==> src/rtl/rv32i_pkg.sv <==
// Shared RV32I constants and the ALU issue bundle handed from the issue stage to the ALU.
package rv32i_pkg;
  localparam int XLEN = 32;

  localparam logic [6:0] OPCODE_OP     = 7'b0110011;
  localparam logic [6:0] OPCODE_OP_IMM = 7'b0010011;
  localparam logic [6:0] OPCODE_LUI    = 7'b0110111;
  localparam logic [6:0] OPCODE_AUIPC  = 7'b0010111;

  localparam logic [6:0] FUNCT7_BASE = 7'b0000000;
  localparam logic [6:0] FUNCT7_ALT  = 7'b0100000;

  typedef struct packed {
    logic [XLEN-1:0] a;
    logic [XLEN-1:0] b;
    logic [2:0]      op;
    logic            sub;
    logic [4:0]      rd;
    logic            illegal;
  } alu_bundle_t;
endpackage

==> src/rtl/alu_issue_decode.sv <==
// Combinational RV32I decode of OP, OP-IMM, LUI and AUIPC into an ALU bundle.
module alu_issue_decode
  import rv32i_pkg::*;
(
  input  logic [31:0]   instr,
  input  logic [XLEN-1:0] pc,
  input  logic [XLEN-1:0] rs1_data,
  input  logic [XLEN-1:0] rs2_data,
  output alu_bundle_t   bundle
);
  logic [6:0] opcode;
  logic [2:0] funct3;
  logic [6:0] funct7;
  logic       legal;
  logic [XLEN-1:0] imm_i;
  logic [XLEN-1:0] imm_u;

  assign opcode = instr[6:0];
  assign funct3 = instr[14:12];
  assign funct7 = instr[31:25];
  assign imm_i  = {{20{instr[31]}}, instr[31:20]};
  assign imm_u  = {instr[31:12], 12'b0};

  always_comb begin
    bundle = '0;
    legal  = 1'b0;
    case (opcode)
      OPCODE_OP: begin
        legal = (funct7 == FUNCT7_BASE) ||
                ((funct7 == FUNCT7_ALT) && ((funct3 == 3'b000) || (funct3 == 3'b101)));
        bundle.a   = rs1_data;
        bundle.b   = rs2_data;
        bundle.op  = funct3;
        bundle.sub = instr[30];
      end
      OPCODE_OP_IMM: begin
        case (funct3)
          3'b001:  legal = (funct7 == FUNCT7_BASE);
          3'b101:  legal = (funct7 == FUNCT7_BASE) || (funct7 == FUNCT7_ALT);
          default: legal = 1'b1;
        endcase
        bundle.a   = rs1_data;
        bundle.b   = imm_i;
        bundle.op  = funct3;
        // Only shifts treat bit 30 as a control; for ADDI etc. it is immediate data.
        bundle.sub = (funct3 == 3'b101) ? instr[30] : 1'b0;
      end
      OPCODE_LUI: begin
        legal    = 1'b1;
        bundle.b = imm_u;
      end
      OPCODE_AUIPC: begin
        legal    = 1'b1;
        bundle.a = pc;
        bundle.b = imm_u;
      end
      default: legal = 1'b0;
    endcase

    if (legal) begin
      bundle.rd = instr[11:7];
    end else begin
      bundle         = '0;
      bundle.illegal = 1'b1;
    end
  end
endmodule

==> src/rtl/alu_issue_stage.sv <==
// ALU issue stage: decode plus a two-entry (main + skid) output buffer with registered in_ready.
module alu_issue_stage
  import rv32i_pkg::*;
(
  input  logic            clk,
  input  logic            reset,
  input  logic            flush,
  input  logic            in_valid,
  output logic            in_ready,
  input  logic [31:0]     instr,
  input  logic [XLEN-1:0] pc,
  input  logic [XLEN-1:0] rs1_data,
  input  logic [XLEN-1:0] rs2_data,
  output logic            out_valid,
  input  logic            out_ready,
  output logic [XLEN-1:0] a,
  output logic [XLEN-1:0] b,
  output logic [2:0]      op,
  output logic            subtract_or_arithmetic_shift,
  output logic [4:0]      rd,
  output logic            illegal
);
  alu_bundle_t decoded;
  alu_bundle_t main_reg;
  alu_bundle_t skid_reg;
  logic        main_valid;
  logic        skid_valid;
  logic        accept;
  logic        drain;

  alu_issue_decode u_decode (
    .instr    (instr),
    .pc       (pc),
    .rs1_data (rs1_data),
    .rs2_data (rs2_data),
    .bundle   (decoded)
  );

  assign in_ready = ~skid_valid;
  assign accept   = in_valid & in_ready & ~flush;
  assign drain    = main_valid & out_ready;

  always_ff @(posedge clk or posedge reset) begin
    if (reset) begin
      main_reg   <= '0;
      skid_reg   <= '0;
      main_valid <= 1'b0;
      skid_valid <= 1'b0;
    end else if (flush) begin
      main_valid <= 1'b0;
      skid_valid <= 1'b0;
    end else if (skid_valid) begin
      // in_ready is low here, so the only possible move is skid -> main.
      if (drain) begin
        main_reg   <= skid_reg;
        skid_valid <= 1'b0;
      end
    end else if (accept) begin
      if (!main_valid || drain) begin
        main_reg   <= decoded;
        main_valid <= 1'b1;
      end else begin
        skid_reg   <= decoded;
        skid_valid <= 1'b1;
      end
    end else if (drain) begin
      main_valid <= 1'b0;
    end
  end

  assign out_valid                    = main_valid;
  assign a                            = main_reg.a;
  assign b                            = main_reg.b;
  assign op                           = main_reg.op;
  assign subtract_or_arithmetic_shift = main_reg.sub;
  assign rd                           = main_reg.rd;
  assign illegal                      = main_reg.illegal;
endmodule

==> config.mk <==
export PLATFORM = sky130hd
export DESIGN_NAME = alu_issue_stage
export DESIGN_NICKNAME = d
export VERILOG_FILES = /design/src/rtl/rv32i_pkg.sv /design/src/rtl/alu_issue_decode.sv /design/src/rtl/alu_issue_stage.sv
export SDC_FILE = /design/constraint.sdc
export NUM_CORES = 1
export LEC_CHECK = 0
export ABC_AREA = 1
export ABC_CLOCK_PERIOD_IN_PS = 6580
export CORE_MARGIN = 2
export CORE_UTILIZATION = 50
export CTS_CLUSTER_SIZE = 40
export DETAILED_ROUTE_END_ITERATION = 6
export MAX_ROUTING_LAYER = met4
export PLACE_DENSITY = 0.85
export SYNTH_ARGS = -nofsm -noshare
export SYNTH_HDL_FRONTEND = slang
export SYNTH_HIERARCHICAL = 1
export SYNTH_SLANG_ARGS = --single-unit
==> constraint.sdc <==
create_clock -name clk -period 6.58 [get_ports clk]
set_input_delay 1.316 -clock clk [delete_from_list [all_inputs] [get_ports clk]]
set_output_delay 1.316 -clock clk [all_outputs]
set_load 0.01 [all_outputs]
; ---- After elaboration in Yosys (flattened, before gate mapping)
; Index checks and enable logic that the tools add are counted.
[word_totals]
inputBits = 133
ff_bits = 150
output_inout_bits = 76
elab_cells = 69
[op_classes]
eq_ne = 10
n_mux = 23
reduce_logical = 16
bitwise = 6
[op_table]
columns = cell, count
row1 = two-way mux 74 bit, 4
row2 = one-hot mux 32 bit (3 select lines), 1
row3 = two-way mux 68 bit, 1
row4 = one-hot mux 32 bit (2 select lines), 1
row5 = equality test 7 x 6 -> 1 bit (second input constant), 3
row6 = equality test 7 x 5 -> 1 bit (second input constant), 2
row7 = two-way mux 1 bit, 12
row8 = one-hot mux 4 bit (2 select lines), 1
row9 = AND reduction 4 bit, 2
row10 = logical NOT 7 bit, 1
row11 = two-way mux 5 bit, 1
row12 = logical OR 1 bit, 4
row13 = nonzero test 2 bit, 2
row14 = OR reduction 2 bit, 2
row15 = AND 1 bit, 3
row16 = equality test 3 x 1 -> 1 bit (second input constant), 1
row17 = equality test 3 bit (second input constant), 1
row18 = logical NOT 3 bit, 1
row19 = != test 3 x 2 -> 1 bit (second input constant), 1
row20 = NOT 1 bit, 3
row21 = one-hot mux 1 bit (3 select lines), 1
row22 = AND reduction 3 bit, 1
row23 = nonzero test 3 bit, 1
row24 = != test 2 x 1 -> 1 bit (second input constant), 1
row25 = other kinds (4), 4

; ---- Depth between registers and ports, before layout
; Gate-level depths: netlist of the first run.
[depth]
depth_word = 9
depth_mapped = 15

; ---- By module
; Netlist of the first run, hierarchy kept.
[by_module_without_submodules]
columns = module, instances, seq_area_each_um2, area_each_um2, cells_per_inst
row1 = alu_issue_stage, 1, 3753.6, 6821.5, 899
row2 = alu_issue_decode, 1, 0.0, 1780.5, 397

; ---- Least setup slack after synthesis of the first run
; OpenSTA, ideal clock, no wires.
[synth_path]
path_type = input to register
from = input instr[4]
to = register main_reg, in the netlist a[16]
path_slack_ns = 4.008
setup_ns = 0.066
arrival_ns = 2.506
t_required_ns = 6.514
n_path_buf = 2
stages = 14
path_cell_list = inv_1 nor2_4 nand3_2 nor2_1 inv_2 a21oi_2 nor2_1 buf_6 buf_6 nor2_2 nand2_1 nand2_1 nand3_1 nand2_1
[synth_lines]
columns = item, line_no
row1 = "start, declared", alu_issue_stage.sv:10  ; input logic [31:0] instr,
row2 = "end signal, assigned", alu_issue_stage.sv:55  ; main_reg <= skid_reg;
row3 = "end signal, assigned", alu_issue_stage.sv:60  ; main_reg <= decoded;
row4 = "end, declared", alu_issue_stage.sv:24  ; alu_bundle_t main_reg;

==> impl_metrics.tcl, run 1 <==
set metrics [dict create \
    antennaDiodeCount 0 \
    hold_path.class "reg2reg" \
    crit_fanout 46 \
    syn_area_sq_mm 0.00860 \
    gp_congestion 0.972 \
    rrSetupSlack_ns 3.41 \
    cts_tree "done" \
    hold_slack_ns 0.468 \
    power_leakage_nw 5.71 \
    max_slew_margin_pct 19.3 \
    postSynthCellCount 1296 \
    path_common_cell "nand2_1" \
    firstDrtPassIters 5 \
    portBuffers 208 \
    layout_commonest_cell "nand2_1" \
    worstMarginPinSlew_ns 1.21 \
    start_util_pct 51.5 \
    setup-violations-final 0 \
    postRouteWirelength_microns 24700 \
    worstSetupPathType "in2reg" \
    ir_worst_vdd_mv 0.174 \
    avgSynthCellArea_sq_um 6.64 \
    area.growth.synth_to_final_pct 30.1 \
    syn_nets 1429 \
    post-cts-setup-buffer-count 0 \
    seq_area_frac_synth_pct 43.6 \
    cp_slowest_cell "nor2_2" \
    rows 47 \
    num-nets-final 1581 \
    finish.instance_area_sq_mm 0.0112 \
    cpLargestDelayFamily "simple AND/OR/NAND/NOR gates" \
    synth-seq-cells 150 \
    root_buffer "clkbuf_16" \
    rsz0062_at_grt "no" \
    wire_per_inst_microns 14.7 \
    via_per_inst 5.16 \
    largest_reg_flops 74 \
    cp_num_buf_inv 3 \
    grtUsageTotal_pct 28.4 \
    vias 8676 \
    r2r_end "skid_reg[34]" \
    chipWidth_microns 135 \
    fin_worst_skew_ns 0.0100 \
    clock_path_buffers 2 \
    dieHeight_microns 135 \
    status "complete, no violations" \
    drc 0 \
    post_cts_resized 0 \
    cts_hold_buf 0 \
    maxSlewViolCount 0 \
    slowest_delay_ns 0.92 \
    fin_setup_tns_ns 0 \
    cts.sinks 150 \
    cp-start-kind "primary input" \
    max_freq_mhz 240 \
    p_per_area_mw_per_mm2 184 \
    cp_cell_sequence "clkdlybuf4s50_1 > nand2_1 > inv_1 > nand3_2 > nor2_2 > nand2_1 > nand2_1 > nor2_4 > buf_4 > nor2_2 > nand2_1 > nand2_1 > nand3_1 > nand2_1" \
    htreeDepth 4 \
    fin_crit_ns 4.16 \
    antenna_found_initial 0 \
    ioPinCount 209 \
    hold_viol 0 \
    placed_cell_area_sq_mm 0.0106 \
    fillers 1460 \
    period_share_pct 63.2 \
    r2r_cells 8 \
    end_kind "flop" \
    synth_warnings 6 \
    grt_pass1_wl_microns 40400 \
    clock_latency_ns 0.42 \
    antenna_left 0 \
    clkTransAtPathRegs_ns 0.06 \
    cap_violations 0 \
    worstPathArrival_ns 4.51 \
    hpwlAfterDp_microns 15300 \
    die-area_sq_mm 0.0183 \
    final_cell_mix "nand2_1, clkdlybuf4s50_1, nand3_1" \
    crit-reg2reg-launch "skid_valid" \
    cp.required_ns 6.93 \
    worstHoldEndpoint "b[20]" \
    grt_pass1_vias 8277 \
    synth.distinct_cells 20 \
    numCtsBuffers 17 \
    power_mw 2.06 \
    worstHoldStart "b[20]" \
    grt_max_degree 103 \
    drive_gt1_share_pct 7.94 \
    overflow 0 \
    coreArea_sq_mm 0.0167 \
    drt_first_iter_violations 610 \
    min_path_cells 2 \
]
[cell families after synthesis]
kind of cell | count (synthesis) | share of synthesized area, %
and+or+nand+nor | 923 | 44.5
buffers and inverters | 182 | 9.48
DFF | 150 | 43.6
AOI/OAI and AO/OA | 41 | 2.43
[power by group]
group | internal, mW | total [mW] | leakage [nW] | switching [mW]
sequential | 0.928 | 0.931 | 2.09 | 0.00354
clock | 0.496 | 0.898 | 0.256 | 0.402
combinational | 0.0915 | 0.229 | 3.37 | 0.138
total | 1.52 | 2.06 | 5.71 | 0.543
[synthesized netlist by cell type]
library cell,count,area share (%)
a21oi_1,1,0.058
a21oi_2,1,0.10
buf_1,1,0.044
buf_2,58,3.4
buf_4,2,0.17
buf_6,7,0.92
clkbuf_1,17,0.74
clkinv_1,2,0.087
dfrtp_1,150,44
inv_1,93,4.1
inv_2,2,0.087
nand2_1,657,29
nand3_1,152,8.8
nand3_2,1,0.12
nor2_1,49,2.1
nor2_2,61,4.4
nor2_4,1,0.13
nor3_1,2,0.12
o21ai_0,38,2.2
o21ai_1,1,0.058
[final cells by class]
cell class / count / area, sq um / share of cell area (%)
clock inverters: 13 / 101 / 0.906
well taps: 220 / 275 / 2.46
inverters: 97 / 369 / 3.30
clock buffers: 19 / 443 / 3.96
flip-flops and latches: 150 / 3750 / 33.6
multi-input cells: 964 / 4090 / 36.5
repair buffers: 218 / 2160 / 19.3
[worst min-delay path, stage by stage (launching register included)]
cell,delay [ns]
dfrtp_1,0.34
nand2_1,0.05
nand2_1,0.05
[routing by layer]
layer / up-vias / global-route usage [%] / routed length, microns
met2: 327 / 46.2 / 12100
li1: 4237 / - / -
met1: 4057 / 36.0 / 10400
met3: 55 / 4.38 / 1540
met4: 0 / 11.0 / 641
met5: - / - / 0
[how the worst max path moves through the flow]
stage | start | end | slack (ns) | depth (start not counted)
floorplan | reset | a[0] | 1.23 | 1
finish | instr[1] | b[24] | 2.42 | 14
global route | instr[4] | rd[4] | 2.15 | 14
global placement | instr[1] | subtract_or_arithmetic_shift | 2.08 | 14
CTS | instr[4] | b[19] | 2.44 | 14
detailed placement | instr[1] | subtract_or_arithmetic_shift | 2.02 | 14
[per-stage QoR]
step	utilization, %	cells	worst slack [ns]
after global routing	67.0	1681	2.15
after global placement	63.7	1649	2.08
final	67.0	1681	2.42
after CTS	67.0	1681	2.44
after detailed placement	63.7	1649	2.02
after floorplan	-	1296	1.23
Note: power is estimated with default switching activity, not from simulation.
==> run 2: changes to the inputs <==
--- a/config.mk
+++ b/config.mk
@@ -6,7 +6,7 @@
 export NUM_CORES = 1
 export LEC_CHECK = 0
 export ABC_AREA = 1
-export ABC_CLOCK_PERIOD_IN_PS = 6580
+export ABC_CLOCK_PERIOD_IN_PS = 4310
 export CORE_MARGIN = 2
 export CORE_UTILIZATION = 50
 export CTS_CLUSTER_SIZE = 40
==> constraint.sdc (replaced) <==
create_clock -name clk -period 4.31 [get_ports clk]
set_input_delay 0.862 -clock clk [delete_from_list [all_inputs] [get_ports clk]]
set_output_delay 0.862 -clock clk [all_outputs]
set_load 0.01 [all_outputs]
==> impl_metrics.tcl, run 2 (same netlist as run 1, synthesis figures left out) <==
set metrics [dict create \
    maxSlewViolCount 0 \
    crit_fanout 36 \
    drc 0 \
    largest_reg_flops 74 \
    cap_violations 0 \
    p_per_area_mw_per_mm2 301 \
    cp-start-kind "primary input" \
    firstDrtPassIters 6 \
    cts.sinks 150 \
    crit-reg2reg-launch "skid_valid" \
    clkTransAtPathRegs_ns 0.06 \
    critPathLaunch "instr[1]" \
    ir_worst_vdd_mv 0.304 \
    multi_input_area_sq_mm 0.00409 \
    worstSetupPathType "in2reg" \
    die-area_sq_mm 0.0183 \
    cts_hold_buf 0 \
    layout_commonest_cell "nand2_1" \
    power_leakage_nw 5.82 \
    via_per_inst 5.16 \
    grt_pass1_vias 8298 \
    postRouteWirelength_microns 25200 \
    root_buffer "clkbuf_16" \
    chipWidth_microns 135 \
    antenna_found_initial 1 \
    num-nets-final 1588 \
    portBuffers 208 \
    area.growth.synth_to_final_pct 32.6 \
    worstMarginPinSlew_ns 1.11 \
    fin_crit_ns 3.01 \
    vias 8718 \
    rrSetupSlack_ns 1.33 \
    rsz0062_at_grt "no" \
    status "complete, no violations" \
    grtUsageTotal_pct 28.9 \
    wire_per_inst_microns 14.9 \
    rows 47 \
    min_path_cells 2 \
    fin_worst_skew_ns 0.00613 \
    grt_pass1_wl_microns 40900 \
    htreeDepth 4 \
    r2r_end "skid_reg[4]" \
    fillers 1446 \
    hold_path.class "reg2reg" \
    numCtsBuffers 17 \
    end_kind "flop" \
    overflow 0 \
    worstHoldEndpoint "b[6]" \
    period_share_pct 69.8 \
    clock_latency_ns 0.42 \
    antenna_left 0 \
    hold_viol 0 \
    coreArea_sq_mm 0.0167 \
    clock_path_buffers 2 \
    cp.required_ns 4.61 \
    r2r_cells 7 \
    start_util_pct 51.5 \
    drive_gt1_share_pct 8.38 \
    gp_congestion 0.922 \
    worstHoldStart "b[6]" \
    final_cell_mix "nand2_1, clkdlybuf4s50_1, nand3_1" \
    final_core_util_pct 68.3 \
    drt_first_iter_violations 681 \
    max_slew_margin_pct 25.7 \
    fin_setup_tns_ns 0 \
    post-cts-setup-buffer-count 0 \
    setup-violations-final 0 \
    max_freq_mhz 332 \
    post_cts_resized 0 \
    ioPinCount 209 \
    dieHeight_microns 135 \
    worstPathArrival_ns 3.31 \
    cts_tree "done" \
    hpwlAfterDp_microns 15700 \
    register_area_sq_mm 0.00375 \
    grt_max_degree 77 \
]
run 2: how the worst max path moves through the flow:
stage | end | depth (start not counted)
detailed placement | a[26] | 13
global route | a[15] | 13
global placement | rd[4] | 15
finish | a[15] | 13
floorplan | a[0] | 1
CTS | a[15] | 13
run 2: final cells by class:
cell class,instances,area share (%)
Inverter,97,3.23
Tap cell,220,2.41
Clock buffer,20,4.00
Sequential cell,150,32.9
Timing Repair Buffer,225,19.8
Multi-Input combinational cell,964,35.8
Antenna cell,1,0.0219
Clock inverter,12,1.76
run 2: layer usage:
metal	GRT usage, %	up-vias	routed length [microns]
met5	-	-	0
met4	10.2	0	496
met3	4.68	45	1490
met2	47.5	331	12800
met1	36.4	4083	10400
li1	-	4259	-
run 2: report_power, final:
group | total [mW] | leakage [nW] | switching, mW | internal, mW
combinational | 0.355 | 3.42 | 0.208 | 0.147
clock | 1.65 | 0.312 | 0.590 | 1.06
sequential | 1.43 | 2.09 | 0.0102 | 1.42
total | 3.43 | 5.82 | 0.808 | 2.62
run 2: worst max-delay path, stage by stage:
cell             delay [ns]
clkdlybuf4s50_1        0.40
nand2_1                0.14
inv_1                  0.07
nand3_2                0.11
clkinv_1               0.85
nand2_1                0.26
o21ai_0                0.11
inv_1                  0.10
nor2_2                 0.06
nand2_1                0.10
nand2_1                0.06
nand3_1                0.09
nand2_1                0.08
run 2: through the flow:
stage	total power [mW]	setup slack, ns	cell area [sq um]	hold WS, ns	cells
global placement	1.80	1.00	10700	0.453	1656
CTS	3.44	1.32	11400	0.473	1688
finish	3.43	1.30	11400	0.468	1689
global route	3.54	1.09	11400	0.487	1689
floorplan	1.61	1.56	8610	0.442	1296
detailed placement	1.81	0.943	10700	0.458	1656
